$ cat src/rtl/vp_pkg.sv
// Shared definitions for the variable-precision multiply/accumulate datapath.
// Mode encodings and product slot layout are common with the multiplier.
package vp_pkg;

  localparam int NLANES = 4;

  localparam logic [1:0] MODE_4B  = 2'b00;
  localparam logic [1:0] MODE_8B  = 2'b01;
  localparam logic [1:0] MODE_16B = 2'b10;
  localparam logic [1:0] MODE_ILL = 2'b11;

  typedef enum logic [1:0] {
    S_IDLE  = 2'd0,
    S_ACCUM = 2'd1,
    S_DONE  = 2'd2
  } state_e;

  localparam int LANES_4B       = 4;
  localparam int SLOT_STRIDE_4B = 16;
  localparam int SLOT_W_4B      = 8;

  localparam int LANES_8B       = 2;
  localparam int SLOT_STRIDE_8B = 16;
  localparam int SLOT_W_8B      = 16;

  localparam int SLOT_W_16B     = 32;

endpackage

$ cat src/rtl/vp_lane_extract.sv
// Splits a packed product word into four zero-extended lane addends.
// Lanes a mode does not produce contribute zero.
module vp_lane_extract
  import vp_pkg::*;
#(
  parameter int ACC_W = 40
) (
  input  logic [1:0]              mode_i,
  input  logic [63:0]             data_i,
  output logic [NLANES*ACC_W-1:0] add_o
);

  // Product slots never populated in any mode.
  logic unused_slots;
  assign unused_slots = ^{data_i[63:56], data_i[47:40]};

  always_comb begin
    add_o = '0;
    unique case (1'b1)
      (mode_i == MODE_4B): begin
        for (int i = 0; i < LANES_4B; i++) begin
          add_o[i*ACC_W +: ACC_W] =
            ACC_W'(data_i[i*SLOT_STRIDE_4B +: SLOT_W_4B]);
        end
      end
      (mode_i == MODE_8B): begin
        for (int i = 0; i < LANES_8B; i++) begin
          add_o[i*ACC_W +: ACC_W] =
            ACC_W'(data_i[i*SLOT_STRIDE_8B +: SLOT_W_8B]);
        end
      end
      (mode_i == MODE_16B): begin
        add_o[0 +: ACC_W] = ACC_W'(data_i[SLOT_W_16B-1:0]);
      end
      default: add_o = '0;
    endcase
  end

endmodule

$ cat src/rtl/vp_accumulator.sv
// Per-lane saturating accumulation of packed products over a programmed
// number of beats, with a cross-lane total on a valid/ready result port.
module vp_accumulator
  import vp_pkg::*;
#(
  parameter int ACC_W = 40,
  parameter int CNT_W = 16
) (
  input  logic                    clk,
  input  logic                    rst_n,
  input  logic                    start,
  input  logic [1:0]              mode,
  input  logic [CNT_W-1:0]        len,
  input  logic                    abort,
  input  logic                    in_valid,
  input  logic [63:0]             in_data,
  output logic                    in_ready,
  output logic                    drop,
  output logic                    busy,
  output logic                    err,
  output logic                    out_valid,
  input  logic                    out_ready,
  output logic [NLANES*ACC_W-1:0] out_lanes,
  output logic [ACC_W+1:0]        out_total,
  output logic [1:0]              out_mode,
  output logic [NLANES-1:0]       out_ovf
);

  state_e                  state_q, state_d;
  logic [1:0]              mode_q, mode_d;
  logic [CNT_W-1:0]        len_q, len_d;
  logic [CNT_W-1:0]        cnt_q, cnt_d;
  logic [CNT_W-1:0]        cnt_inc;
  logic [NLANES*ACC_W-1:0] lanes_q, lanes_d;
  logic [NLANES-1:0]       ovf_q, ovf_d;
  logic                    drop_q, drop_d;
  logic                    err_q, err_d;
  logic [NLANES*ACC_W-1:0] add;
  logic [ACC_W:0]          sum [NLANES];

  vp_lane_extract #(
    .ACC_W (ACC_W)
  ) u_extract (
    .mode_i (mode_q),
    .data_i (in_data),
    .add_o  (add)
  );

  // The extra top bit of each sum is the saturation carry.
  always_comb begin
    for (int i = 0; i < NLANES; i++) begin
      sum[i] = {1'b0, lanes_q[i*ACC_W +: ACC_W]}
             + {1'b0, add[i*ACC_W +: ACC_W]};
    end
  end

  always_comb begin
    out_total = '0;
    for (int i = 0; i < NLANES; i++) begin
      out_total = out_total
                + (ACC_W+2)'(lanes_q[i*ACC_W +: ACC_W]);
    end
  end

  assign cnt_inc = cnt_q + CNT_W'(1);

  always_comb begin
    state_d = state_q;
    mode_d  = mode_q;
    len_d   = len_q;
    cnt_d   = cnt_q;
    lanes_d = lanes_q;
    ovf_d   = ovf_q;
    err_d   = 1'b0;
    drop_d  = in_valid && (state_q != S_ACCUM);
    if (abort) begin
      state_d = S_IDLE;
      cnt_d   = '0;
      lanes_d = '0;
      ovf_d   = '0;
    end else begin
      unique case (state_q)
        S_IDLE: begin
          if (start && (mode == MODE_ILL)) begin
            err_d = 1'b1;
          end else if (start) begin
            mode_d  = mode;
            len_d   = len;
            cnt_d   = '0;
            lanes_d = '0;
            ovf_d   = '0;
            state_d = (len == '0) ? S_DONE : S_ACCUM;
          end
        end
        S_ACCUM: begin
          if (in_valid) begin
            for (int i = 0; i < NLANES; i++) begin
              if (sum[i][ACC_W]) begin
                lanes_d[i*ACC_W +: ACC_W] = '1;
                ovf_d[i] = 1'b1;
              end else begin
                lanes_d[i*ACC_W +: ACC_W] = sum[i][ACC_W-1:0];
              end
            end
            cnt_d = cnt_inc;
            if (cnt_inc == len_q) state_d = S_DONE;
          end
        end
        S_DONE: begin
          if (out_ready) state_d = S_IDLE;
        end
        default: state_d = S_IDLE;
      endcase
    end
  end

  always_ff @(posedge clk or negedge rst_n) begin
    if (!rst_n) begin
      state_q <= S_IDLE;
      mode_q  <= '0;
      len_q   <= '0;
      cnt_q   <= '0;
      lanes_q <= '0;
      ovf_q   <= '0;
      drop_q  <= 1'b0;
      err_q   <= 1'b0;
    end else begin
      state_q <= state_d;
      mode_q  <= mode_d;
      len_q   <= len_d;
      cnt_q   <= cnt_d;
      lanes_q <= lanes_d;
      ovf_q   <= ovf_d;
      drop_q  <= drop_d;
      err_q   <= err_d;
    end
  end

  assign in_ready  = (state_q == S_ACCUM);
  assign out_valid = (state_q == S_DONE);
  assign busy      = (state_q != S_IDLE);
  assign drop      = drop_q;
  assign err       = err_q;
  assign out_lanes = lanes_q;
  assign out_mode  = mode_q;
  assign out_ovf   = ovf_q;

endmodule
$ cat config.mk
export PLATFORM = sky130hd
export DESIGN_NAME = vp_accumulator
export DESIGN_NICKNAME = d
export VERILOG_FILES = /design/src/rtl/vp_pkg.sv /design/src/rtl/vp_lane_extract.sv /design/src/rtl/vp_accumulator.sv
export SDC_FILE = /design/constraint.sdc
export NUM_CORES = 1
export LEC_CHECK = 0
export ABC_AREA = 0
export CAP_MARGIN = 20
export CORE_ASPECT_RATIO = 0.5
export CORE_MARGIN = 8
export CORE_UTILIZATION = 25
export CTS_BUF_LIST = sky130_fd_sc_hd__clkbuf_4
export DETAILED_ROUTE_END_ITERATION = 7
export GPL_TIMING_DRIVEN = 1
export SYNTH_ARGS = -nofsm -noshare
export SYNTH_HDL_FRONTEND = slang
export SYNTH_SLANG_ARGS = --single-unit
$ cat constraint.sdc
create_clock -name clk -period 5.44 [get_ports clk]
set_clock_uncertainty 0.1 [all_clocks]
set_input_delay 0.816 -clock clk [delete_from_list [all_inputs] [get_ports clk]]
set_output_delay 0.816 -clock clk [all_outputs]
set_load 0.01 [all_outputs]
==> impl_results.md, run 1 <==
- Pre-antenna DRT Iters: 8
- Root Buffer: clkbuf_4
- Finished Layout Cells: around 3600
- Post-Syn Area: about 18000 sq um
- Internal: between 2 and 3 mW
- Vias in the first global route: 17500
- Fmax: around 170 MHz
- Combinational power share: a little over a quarter
- Slowest CP cell: fa_1
- Worst Hold Launch: out_ovf[0]
- Mapped Nets: 2377
- Final net count: about 2800
- IO Pins: ~300
- # clock sinks: between 200 and 250
- Later-pin clock latency in the skew report: ~830 ps
- Sequential share of power: about two fifths
- Clock transition at the registers of the reported paths: about 70 ps
- CP Cell Sequence: inv_2 > fa_1 > fa_1 > inv_1 > ha_1 > a21o_1 > a31o_1 > a21oi_1 > o21ai_2 > a22oi_2 > a31oi_4 > a31oi_4 > buf_6 > o21ai_4 > a221oi_2 > xnor2_1 > buf_2
- Hold Path Class: reg2reg
- Gpl congestion: approximately 0.9
- Worst r2r src: out_mode[1]
- Placed Instances: roughly 3400
- Fin crit share: 106%
- Max VDD drop: 0.116 mV
- Post-synth ARST share: 100%
- Core footprint: roughly 70000 sq um
- Final setup viols: 13
- Cells after Synth: around 2100
- Worst reg2reg endpoint: out_lanes[22]
- Synth-to-layout area growth: 36.3%
- Vias per cell: about 5.0
- DIE WIDTH: slightly below 400 um
- Total CTS buffers: 60
- Clock network power share: a little over a third
- Reg2Reg Setup Slack: 550 ps
- Via count: about 18000
- Worst slack, placed: -201 ps
- Critical path arrival: 4830 ps
- H-Tree Depth: 2
- CP required: 4520 ps
- Total area of sequential cells: between 5000 and 6000 sq um
- Setup ws final: -301 ps
- Multi-input gate area: around 12000 sq um
- Post-DP HPWL: roughly 54 mm
- Min cycle time layout: about 5700 ps
- DRT antenna net count: 0
- Die area: 80100 sq um
- Setup tns final: -2270 ps
- Synth warnings: 0
- Max-slew violations: 0
- Worst setup path class: reg2out
- Initial Util: between 20% and 30%
- Worst reg2reg path depth: 14
- Share of layout cells above drive strength 1: between 10% and 20%
- DR WL/cell: 19.8 um
- Status: complete, but fails checks
- Fin. Hold Viols: 0
- PortBufs: 284
- DRC: 0
- CP Capture Type: output port
- WHS Path Cells: 2
- Lkg Pwr: around 11 nW
- Clk buf depth: 3
- Initial antenna violation count: 6
- CP Launch Type: flop
- First-pass GRT wire length: between 100 and 150 mm
- Yosys reg bits: between 200 and 250
- Post-Route WL: between 70 and 80 mm
- WHS Endpoint: out_ovf[0]
- Post-synth cell types: 90
- Max-cap violations: 0
- Syn Area/Cell: approximately 8.4 sq um
- Critical path peak fanout: 3
- Initial DRC count: around 1500
- PwrDens: ~180 nW/um^2
- Fillers: just over 7000
- Commonest register cell after synthesis: dfrtp_1
- RSZ-0062 raised after global routing: true
- Failing checks: setup timing
- # rows: 69
- Hold_ws: ~400 ps
- Sequential element share of the synthesized area: 28.5%
- Worst rel slew slack: 35.6%
- Worst path max stage delay: between 500 and 600 ps
- Chip height: roughly 200 um
- CTS tree: yes
- Worst-Margin Slew: roughly 960 ps
- Largest net degree at the start of global routing: around 110
- Sw Ratio: roughly a third
- Remaining Overflow, GRT: 0
- Gr usage total: roughly 17%
- Number of synthesized flops with an enable pin: 0
- Sw Pwr: ~1.5 mW
- Final core utilization: between 30% and 40%
## Yosys cell counts, drive strengths merged, types with 16 or more instances
cell type / number / share of area (%)
xor2: 41 / 2.0
nor2: 100 / 2.2
nand4: 19 / 0.67
clkbuf: 61 / 1.3
o31ai: 19 / 0.83
a21oi: 144 / 4.2
nand2: 186 / 4.0
mux2: 16 / 1.0
dfrtp: 202 / 29
o211ai: 19 / 0.89
a31oi: 44 / 1.8
ha: 106 / 7.5
xnor2: 67 / 3.3
and2: 68 / 2.4
nor3: 38 / 1.2
fa: 84 / 9.5
nor4: 19 / 0.84
buf: 24 / 0.85
inv: 193 / 4.1
a21o: 43 / 1.8
nor2b: 22 / 0.78
and3: 30 / 1.1
a22o: 27 / 1.3
nand3: 56 / 1.6
o21ai: 325 / 9.3
## worst max-delay path, delay by kind of cell (launching register included)
| kind | cells | cell delay, ps |
|---|---|---|
| AOI/OAI and AO/OA | 9 | 1800 |
| xor gates and xnor gates | 1 | 150 |
| adders and majority gates | 3 | 1280 |
| buffers and inverters | 4 | 410 |
| DFF | 1 | 400 |
## how the worst max path moves through the flow
stage | startpoint | end | cells past startpoint
final | out_lanes[22] | out_total[40] | 17
after global routing | out_lanes[17] | out_total[40] | 18
after CTS | out_lanes[2] | out_total[40] | 19
after detailed placement | out_lanes[42] | out_total[40] | 18
after global placement | out_lanes[42] | out_total[40] | 18
after floorplan | out_lanes[1] | out_total[27] | 16
## metal layers
| metal | track usage (%) | up-vias | wire length [um] | share of wire, % |
|---|---|---|---|---|
| met5 | 0 | - | 58 | 0.082 |
| met4 | 6.96 | 10 | 3100 | 4.4 |
| met3 | 2.24 | 153 | 3700 | 5.3 |
| met2 | 30.0 | 592 | 35500 | 50 |
| met1 | 20.4 | 8797 | 28000 | 40 |
| li1 | - | 8382 | - | - |
## cells in the final DEF (no fill, tap or decap), drive strengths merged, types with 43 or more instances in the layout
master,count
nand2,186
ha,106
buf,216
a21o,43
fa,84
a21oi,144
xnor2,67
dfrtp,202
a31oi,44
and2,68
inv,194
o21ai,325
clkbuf,82
nor2,100
clkdlybuf4s50,252
nand3,56
## metrics by stage
stage | area [sq um] | total power, mW
4_1_cts | 24000 | 4.30
6_report | 24100 | 4.27
3_3_place_gp | 22800 | 2.74
3_5_place_dp | 22800 | 2.75
2_1_floorplan | 17700 | 2.30
5_1_grt | 24100 | 4.51
## cell type report
type | count | area share (%)
multi-input combinational | 1619 | 50.2
sequential | 202 | 20.9
timing repair buffer | 482 | 17.7
tap | 958 | 4.96
inverter | 193 | 3.00
clock buffer | 78 | 2.43
clock inverter | 28 | 0.715
antenna | 1 | 0.0104
## timing repair
action | in CTS | in global routing
setup buffers | 10 | 11
resized for setup | 170 | 52
endpoints found under the hold margin | 63 | 0
setup endpoints to repair | 33 | 27
pin swaps | 54 | 43
hold buffers | 1 | 0
## power groups by stage
stage / logic [mW] / clock network, mW / registers, mW
finish: 1.12 / 1.52 / 1.63
global route: 1.22 / 1.64 / 1.64
CTS: 1.11 / 1.56 / 1.63
detailed placement: 1.10 / 0 / 1.66
global placement: 1.08 / 0 / 1.65
floorplan: 0.663 / 0 / 1.64
## kinds of logic after synthesis
logic type	after synthesis	share of synthesized area (%)
adders and majority gates	190	17.0
and+or+nand+nor	578	16.5
buffers and inverters	278	6.24
DFF	202	28.5
AOI/OAI and AO/OA	725	25.3
xor gates and xnor gates	108	5.34
muxes	18	1.13
## flip-flops by register name, indices dropped and copies added (netlist names)
| register | flops |
|---|---|
| state_q | 2 |
| cnt_q | 16 |
| out_lanes | 160 |
| out_ovf | 4 |
| out_mode | 2 |
| err | 1 |
| drop | 1 |
| len_q | 16 |
Note: power is estimated with default switching activity, not from simulation.
==> inputs of run 2 (changes only) <==
Settings changed: CORE_MARGIN 8 to unset, CORE_UTILIZATION 25 to 56, PLACE_DENSITY set to 0.84.
==> impl_results.md, run 2 (synthesis gave the netlist of run 1 again) <==
- Status: complete, but fails checks (unchanged)
- Failing checks: setup timing (unchanged)
- Setup ws final: -237 ps (was -301 ps)
- Worst setup path class: reg2out (unchanged)
- Gr usage total: 37.2% (was 16.8%)
- Final net count: 2784 (was 2836)
- H-Tree Depth: 2 (unchanged)
- DRC: 0 (unchanged)
- Hold_ws: 61.5 ps (was 398 ps)
- Critical path depth: 18 (was 17)
- Initial Util: 57.7% (was 25.1%)
- Worst path top cell family by delay: compound AO/OA/AOI/OAI gates (unchanged)
- Chip height: 128 um (was 204 um)
- Commonest cells after routing, fill and taps aside: o21ai_0, clkdlybuf4s50_1, dfrtp_1, nand2_1, inv_1 (was o21ai_0, clkdlybuf4s50_1, dfrtp_1, buf_4, nand2_1)
- Finished layout cell area: 22900 sq um (was 24100 sq um)
- Commonest non-fill, non-tap cell in the layout: o21ai_0 (unchanged)
- CP Cell Sequence: inv_1 > fa_1 > fa_1 > inv_2 > ha_4 > a211oi_4 > o21ai_2 > a211oi_2 > buf_4 > nor3b_4 > o31ai_4 > a31oi_4 > a31oi_4 > buf_6 > o21ai_2 > a221oi_2 > xnor2_1 > buf_2 (was inv_2 > fa_1 > fa_1 > inv_1 > ha_1 > a21o_1 > a31o_1 > a21oi_1 > o21ai_2 > a22oi_2 > a31oi_4 > a31oi_4 > buf_6 > o21ai_4 > a221oi_2 > xnor2_1 > buf_2)
- Core footprint: 30700 sq um (was 70500 sq um)
- CTS tree: yes (unchanged)
- Met1 wire length: 25.0 mm (was 28.0 mm)
- Max-cap violations: 0 (unchanged)
- Max VDD drop: 0.178 mV (was 0.116 mV)
- PwrDens: 182 nW/um^2 (was 177 nW/um^2)
- IO Pins: 301 (unchanged)
- Share of layout cells above drive strength 1: 16.7% (was 18.3%)
- Top sig layer: met4 (was met5)
- CP required: 4520 ps (about the same)
- # rows: 45 (was 69)
- Power after layout: 4.17 mW (was 4.27 mW)
- Placed Instances: 2845 (was 3435)
- Via count: 18400 (was 17900)
- Vias per cell: 6.20 (was 5.04)
- DRT antenna net count: 0 (unchanged)
- Clk buf depth: 3 (unchanged)
- Root Buffer: clkbuf_4 (unchanged)
- DIE WIDTH: 254 um (was 392 um)
- PortBufs: 284 (unchanged)
- Max-slew violations: 0 (unchanged)
- Initial antenna violation count: 0 (was 6)
- Worst-Margin Slew: 1010 ps (was 959 ps)
- WP buf/inv: 5 (was 4)
- Met3 routed WL: 5.20 mm (was 3.70 mm)
- First-pass GRT wire length: 93.7 mm (was 107 mm)
- Total CTS buffers: 50 (was 60)
- Initial DRC count: 1879 (was 1452)
- Later-pin clock latency in the skew report: 760 ps (was 830 ps)
- Final setup viols: 12 (was 13)
- Fillers: 2254 (was 7233)
- CP Capture Type: output port (unchanged)
- RSZ-0062 raised after global routing: true (unchanged)
- Critical path arrival: 4760 ps (was 4830 ps)
- Fin. Hold Viols: 0 (unchanged)
- Fmax: 176 MHz (was 174 MHz)
- N_diodes: 0 (was 1)
- CP Launch Type: flop (unchanged)
- DR WL/cell: 20.9 um (was 19.8 um)
- Slowest CP cell: fa_1 (unchanged)
- Finished Layout Cells: 2963 (was 3561)
- Largest net degree at the start of global routing: 103 (was 113)
- WL met2: 28.4 mm (was 35.5 mm)
- Gpl congestion: 1.02 (was 0.919)
- Area after DPL: 21700 sq um (was 22800 sq um)
- Die area: 32400 sq um (was 80100 sq um)
- Worst path max stage delay: 510 ps (was 520 ps)
- Min cycle time layout: 5680 ps (was 5740 ps)
- Max reg flops: 160 (unchanged)
- # clock sinks: 202 (unchanged)
- Clock transition at the registers of the reported paths: 90 ps (was 70 ps)
- Worst rel slew slack: 32.4% (was 35.6%)
- Pre-antenna DRT Iters: 7 (was 8)
- Lkg Pwr: 10.6 nW (was 11.0 nW)
- Hold Path Class: in2async (was reg2reg)
- Post-Route WL: 61.8 mm (was 70.4 mm)
- Post-DP HPWL: 44.5 mm (was 54.3 mm)
- Fin crit share: 104% (was 106%)
- Worst reg2reg path depth: 14 (unchanged)
- # hold bufs at CTS: 0 (was 1)
- Critical path peak fanout: 3 (unchanged)
- Remaining Overflow, GRT: 0 (unchanged)
- Vias in the first global route: 17300 (was 17500)
- Synth-to-layout area growth: 29.5% (was 36.3%)
-- run 2: report_power, final --
part / total, mW / internal [mW] / switching [mW]
Sequential: 1.63 / 1.56 / 0.0675
Combinational: 1.12 / 0.491 / 0.633
Clock: 1.42 / 0.691 / 0.729
Total: 4.17 / 2.74 / 1.43
-- run 2: area by class of cell --
type	instances	area, sq um	area share (%)
clock buffer	71	533	2.32
clock inverter	15	111	0.486
inverter	193	724	3.16
multi-input combinational	1619	12000	52.5
sequential	202	5060	22.1
tap	423	529	2.31
timing repair buffer	440	3940	17.2
-- run 2: path summary, 6_finish.rpt --
path | slack [ps] | endpoint | from
hold reg to reg | 400 | out_ovf[0] | out_ovf[0]
max in group asynchronous | 3970 | out_lanes[27] | rst_n
hold / removal | 60 | cnt_q[7] | rst_n
min in group clk | 400 | out_ovf[0] | out_ovf[0]
setup / recovery | -240 | out_total[40] | out_lanes[82]
setup reg to reg | 630 | out_lanes[7] | out_mode[0]
-- run 2: worst reg2reg max path, delay by kind of cell (launching register included) --
family                   cells  cell delay [ps]
adder cells (fa/ha/maj)      1              270
AND/OR/NAND/NOR              5             2140
flip-flops                   1              560
AO/OA/AOI/OAI                8             1650
-- run 2: what timing repair did --
action | CTS | global route
buffers inserted | 14 | 20
resized for setup | 112 | 94
setup endpoints to repair | 28 | 30
pin swaps | 38 | 46
-- run 2: metrics by stage --
step,setup slack (ps),utilization [%],TNS (ps)
after floorplan,630,-,0
after global placement,-83.1,70.7,-136
after detailed placement,-73.5,70.7,-105
after CTS,-305,73.6,-2320
after global routing,-467,74.7,-3930
final,-237,74.7,-1430
-- run 2: layer usage --
| layer | track usage (%) | vias up |
|---|---|---|
| li1 | - | 8267 |
| met1 | 49.5 | 8877 |
| met2 | 59.8 | 1009 |
| met3 | 5.89 | 229 |
| met4 | 17.9 | 0 |
| met5 | 0 | - |
==> inputs of run 3 (changes only) <==
Settings changed: CORE_UTILIZATION 56 to 58, SYNTH_HIERARCHICAL set to 1.
==> impl_results.md, run 3 <==
- Status: complete, but fails checks (unchanged)
- Failing checks: DRC, setup timing (was setup timing)
- DIE WIDTH: 274 um (was 254 um)
- Core footprint: 36200 sq um (was 30700 sq um)
- Largest net degree at the start of global routing: 114 (was 103)
- Number of synthesized flops with an enable pin: 0 (unchanged)
- CP Capture Type: output port (unchanged)
- Fmax: 166 MHz (was 176 MHz)
- Min cycle time layout: 6030 ps (was 5680 ps)
- Lkg Pwr: 13.0 nW (was 10.6 nW)
- DRT antenna net count: 0 (unchanged)
- Total CTS buffers: 51 (was 50)
- Worst setup path class: reg2out (unchanged)
- Critical path peak fanout: 3 (unchanged)
- Post-Route WL: 66.4 mm (was 61.8 mm)
- Synth-to-layout area growth: 24.8% (was 29.5%)
- Sequential element share of the synthesized area: 23.6% (was 28.5%)
- Post-synth ARST share: 100% (unchanged)
- Worst reg2reg path depth: 16 (was 14)
- RSZ-0062 raised after global routing: true (unchanged)
- Hold Path Class: in2async (unchanged)
- Clock transition at the registers of the reported paths: 80 ps (was 90 ps)
- Vias in the first global route: 19800 (was 17300)
- Power after layout: 6.51 mW (was 4.17 mW)
- Setup tns final: -4190 ps (was -1430 ps)
- Post-DP HPWL: 50.5 mm (was 44.5 mm)
- Root Buffer: clkbuf_4 (unchanged)
- Fin. Hold Viols: 0 (unchanged)
- Post-Syn Area: 21400 sq um (was 17700 sq um)
- # clock sinks: 202 (unchanged)
- Fillers: 2753 (was 2254)
- CP Launch Type: flop (unchanged)
- # rows: 49 (was 45)
- H-Tree Depth: 2 (unchanged)
- Fin crit share: 111% (was 104%)
- Final net count: 3407 (was 2784)
- Most common library cells after synthesis: o21ai_0, inv_1, dfrtp_1, ha_1, a21oi_1 (was o21ai_0, dfrtp_1, inv_1)
- CTS tree: yes (unchanged)
- Max-cap violations: 0 (unchanged)
- Worst Setup SP: out_lanes[1] (was out_lanes[82])
- Critical path arrival: 5110 ps (was 4760 ps)
- Max reg flops: 160 (unchanged)
- Synth warnings: 6 (was 0)
- Top-area cell type share of the netlist area: 23.6% (was 28.5%)
- Setup ws final: -588 ps (was -237 ps)
- IO Pins: 301 (unchanged)
- Final setup viols: 14 (was 12)
- Cells after Synth: 2589 (was 2099)
- Worst rel slew slack: 31.9% (was 32.4%)
- Clk buf depth: 3 (unchanged)
- Pre-antenna DRT Iters: 8 (was 7)
- First-pass GRT wire length: 102 mm (was 93.7 mm)
- Via count: 21000 (was 18400)
- Worst-Margin Slew: 1020 ps (was 1010 ps)
- Chip height: 138 um (was 128 um)
- Post-synth cell types: 77 (was 90)
- Yosys reg bits: 202 (unchanged)
- Later-pin clock latency in the skew report: 760 ps (about the same)
- DRC: 23 (was 0)
- Crit path to: out_total[37] (was out_total[40])
- Die area: 37800 sq um (was 32400 sq um)
- Gpl congestion: 1.02 (about the same)
- Commonest cells after routing, fill and taps aside: o21ai_0, clkdlybuf4s50_1, inv_1, dfrtp_1, ha_1 (was o21ai_0, clkdlybuf4s50_1, dfrtp_1, nand2_1, inv_1)
- Initial Util: 59.2% (was 57.7%)
- Gr usage total: 34.1% (was 37.2%)
- Share of layout cells above drive strength 1: 14.0% (was 16.7%)
- Reg2Reg Setup Slack: 450 ps (was 630 ps)
- DR WL/cell: 18.7 um (was 20.9 um)
- Largest area contributor in the netlist: dfrtp_1 (unchanged)
- Max-slew violations: 0 (unchanged)
- Worst reg2reg endpoint: out_lanes[95] (was out_lanes[7])
- PortBufs: 284 (unchanged)
- Worst r2r src: out_mode[0] (unchanged)
- Initial DRC count: 1907 (was 1879)
- PwrDens: 244 nW/um^2 (was 182 nW/um^2)
- Finished layout cell area: 26700 sq um (was 22900 sq um)
- Commonest non-fill, non-tap cell in the layout: o21ai_0 (unchanged)
- Most frequent cell after synthesis: o21ai_0 (unchanged)
- Placed Instances: 3440 (was 2845)
- Initial antenna violation count: 1 (was 0)
- Remaining Overflow, GRT: 0 (unchanged)
- Hold_ws: 52.2 ps (was 61.5 ps)
- Vias per cell: 5.90 (was 6.20)
- Finished Layout Cells: 3557 (was 2963)
- Syn Area/Cell: 8.27 sq um (was 8.44 sq um)
- Area contributors post-synth: dfrtp_1, ha_1, o21ai_0 (was dfrtp_1, fa_1, o21ai_0)
- Commonest register cell after synthesis: dfrtp_1 (unchanged)
- Max VDD drop: 0.214 mV (was 0.178 mV)
- Area after DPL: 25500 sq um (was 21700 sq um)
- CP required: 4520 ps (about the same)
[run 3: cell count changes after synthesis, moves of 34 or more]
| cell | before | now |
|---|---|---|
| a21o_1 | 43 | 99 |
| a21oi_1 | 138 | 182 |
| buf_4 | 4 | 97 |
| ha_1 | 106 | 202 |
| inv_1 | 192 | 252 |
| nand2_1 | 185 | 151 |
| o21ai_0 | 270 | 368 |
| xnor2_1 | 67 | 123 |
[run 3: routing by layer]
| layer | GRT usage [%] | share of wire (%) |
|---|---|---|
| met4 | 16.9 | 4.9 |
| met3 | 5.23 | 7.4 |
| met2 | 56.5 | 47 |
| met5 | 0 | 0 |
| met1 | 43.8 | 41 |
[run 3: power by group]
part,switching [mW],internal [mW],leakage (nW)
clock,0.740,0.695,0.403
sequential,0.142,1.65,2.75
combinational,1.82,1.47,9.86
total,2.70,3.81,13.0
[run 3: cell families after synthesis]
kind of cell,synth area share (%)
compound gates,25.8
xor+xnor,8.09
fa+ha+maj,19.6
buf+inv,9.30
flops,23.6
mux,0.940
other cells,0.0175
simple gates,12.6
[run 3: stage by stage]
stage | utilization, % | worst slack (ps)
final | 73.9 | -588
after global routing | 73.9 | -779
after CTS | 73.2 | -565
after detailed placement | 70.5 | -510
after global placement | 70.5 | -418
after floorplan | - | 204
[run 3: layout make-up]
type                    count  area [sq um]  area share, %
multi-input cells        2052         15200           56.8
flip-flops and latches    202          5050           18.9
repair buffers            474          4270           16.0
inverters                 252           946           3.54
well taps                 484           606           2.27
clock buffers              77           578           2.16
clock inverters            15          90.1          0.337
diodes                      1          2.50        0.00936
[run 3: critical path, cell delays in order, from the launching register on]
cell,delay [ps]
dfrtp_1,400
fa_1,600
fa_1,440
ha_2,210
fa_2,340
a21o_1,180
a21oi_2,180
nor2b_2,70
o21ai_1,140
buf_4,160
nand2_4,50
o21a_4,230
a311o_1,350
a41oi_2,240
buf_6,140
buf_6,120
nor2_2,30
a31o_2,210
xor2_1,160
buf_2,160
[run 3: how the worst min path moves through the flow]
stage,start,end,slack [ps],depth (start not counted)
after floorplan,cnt_q[15],cnt_q[15],370,2
after global placement,out_ovf[0],out_ovf[0],380,2
after detailed placement,out_ovf[0],out_ovf[0],390,2
after CTS,rst_n,out_lanes[158],50,1
after global routing,rst_n,out_lanes[158],100,1
final,rst_n,out_lanes[158],50,1
[run 3: repair_timing]
action,CTS,global route
buffers inserted,14,13
setup endpoints to repair,31,29
hold endpoints to repair,0,0
pin swaps,46,34
gates resized for setup,143,56
hold buffers,0,0
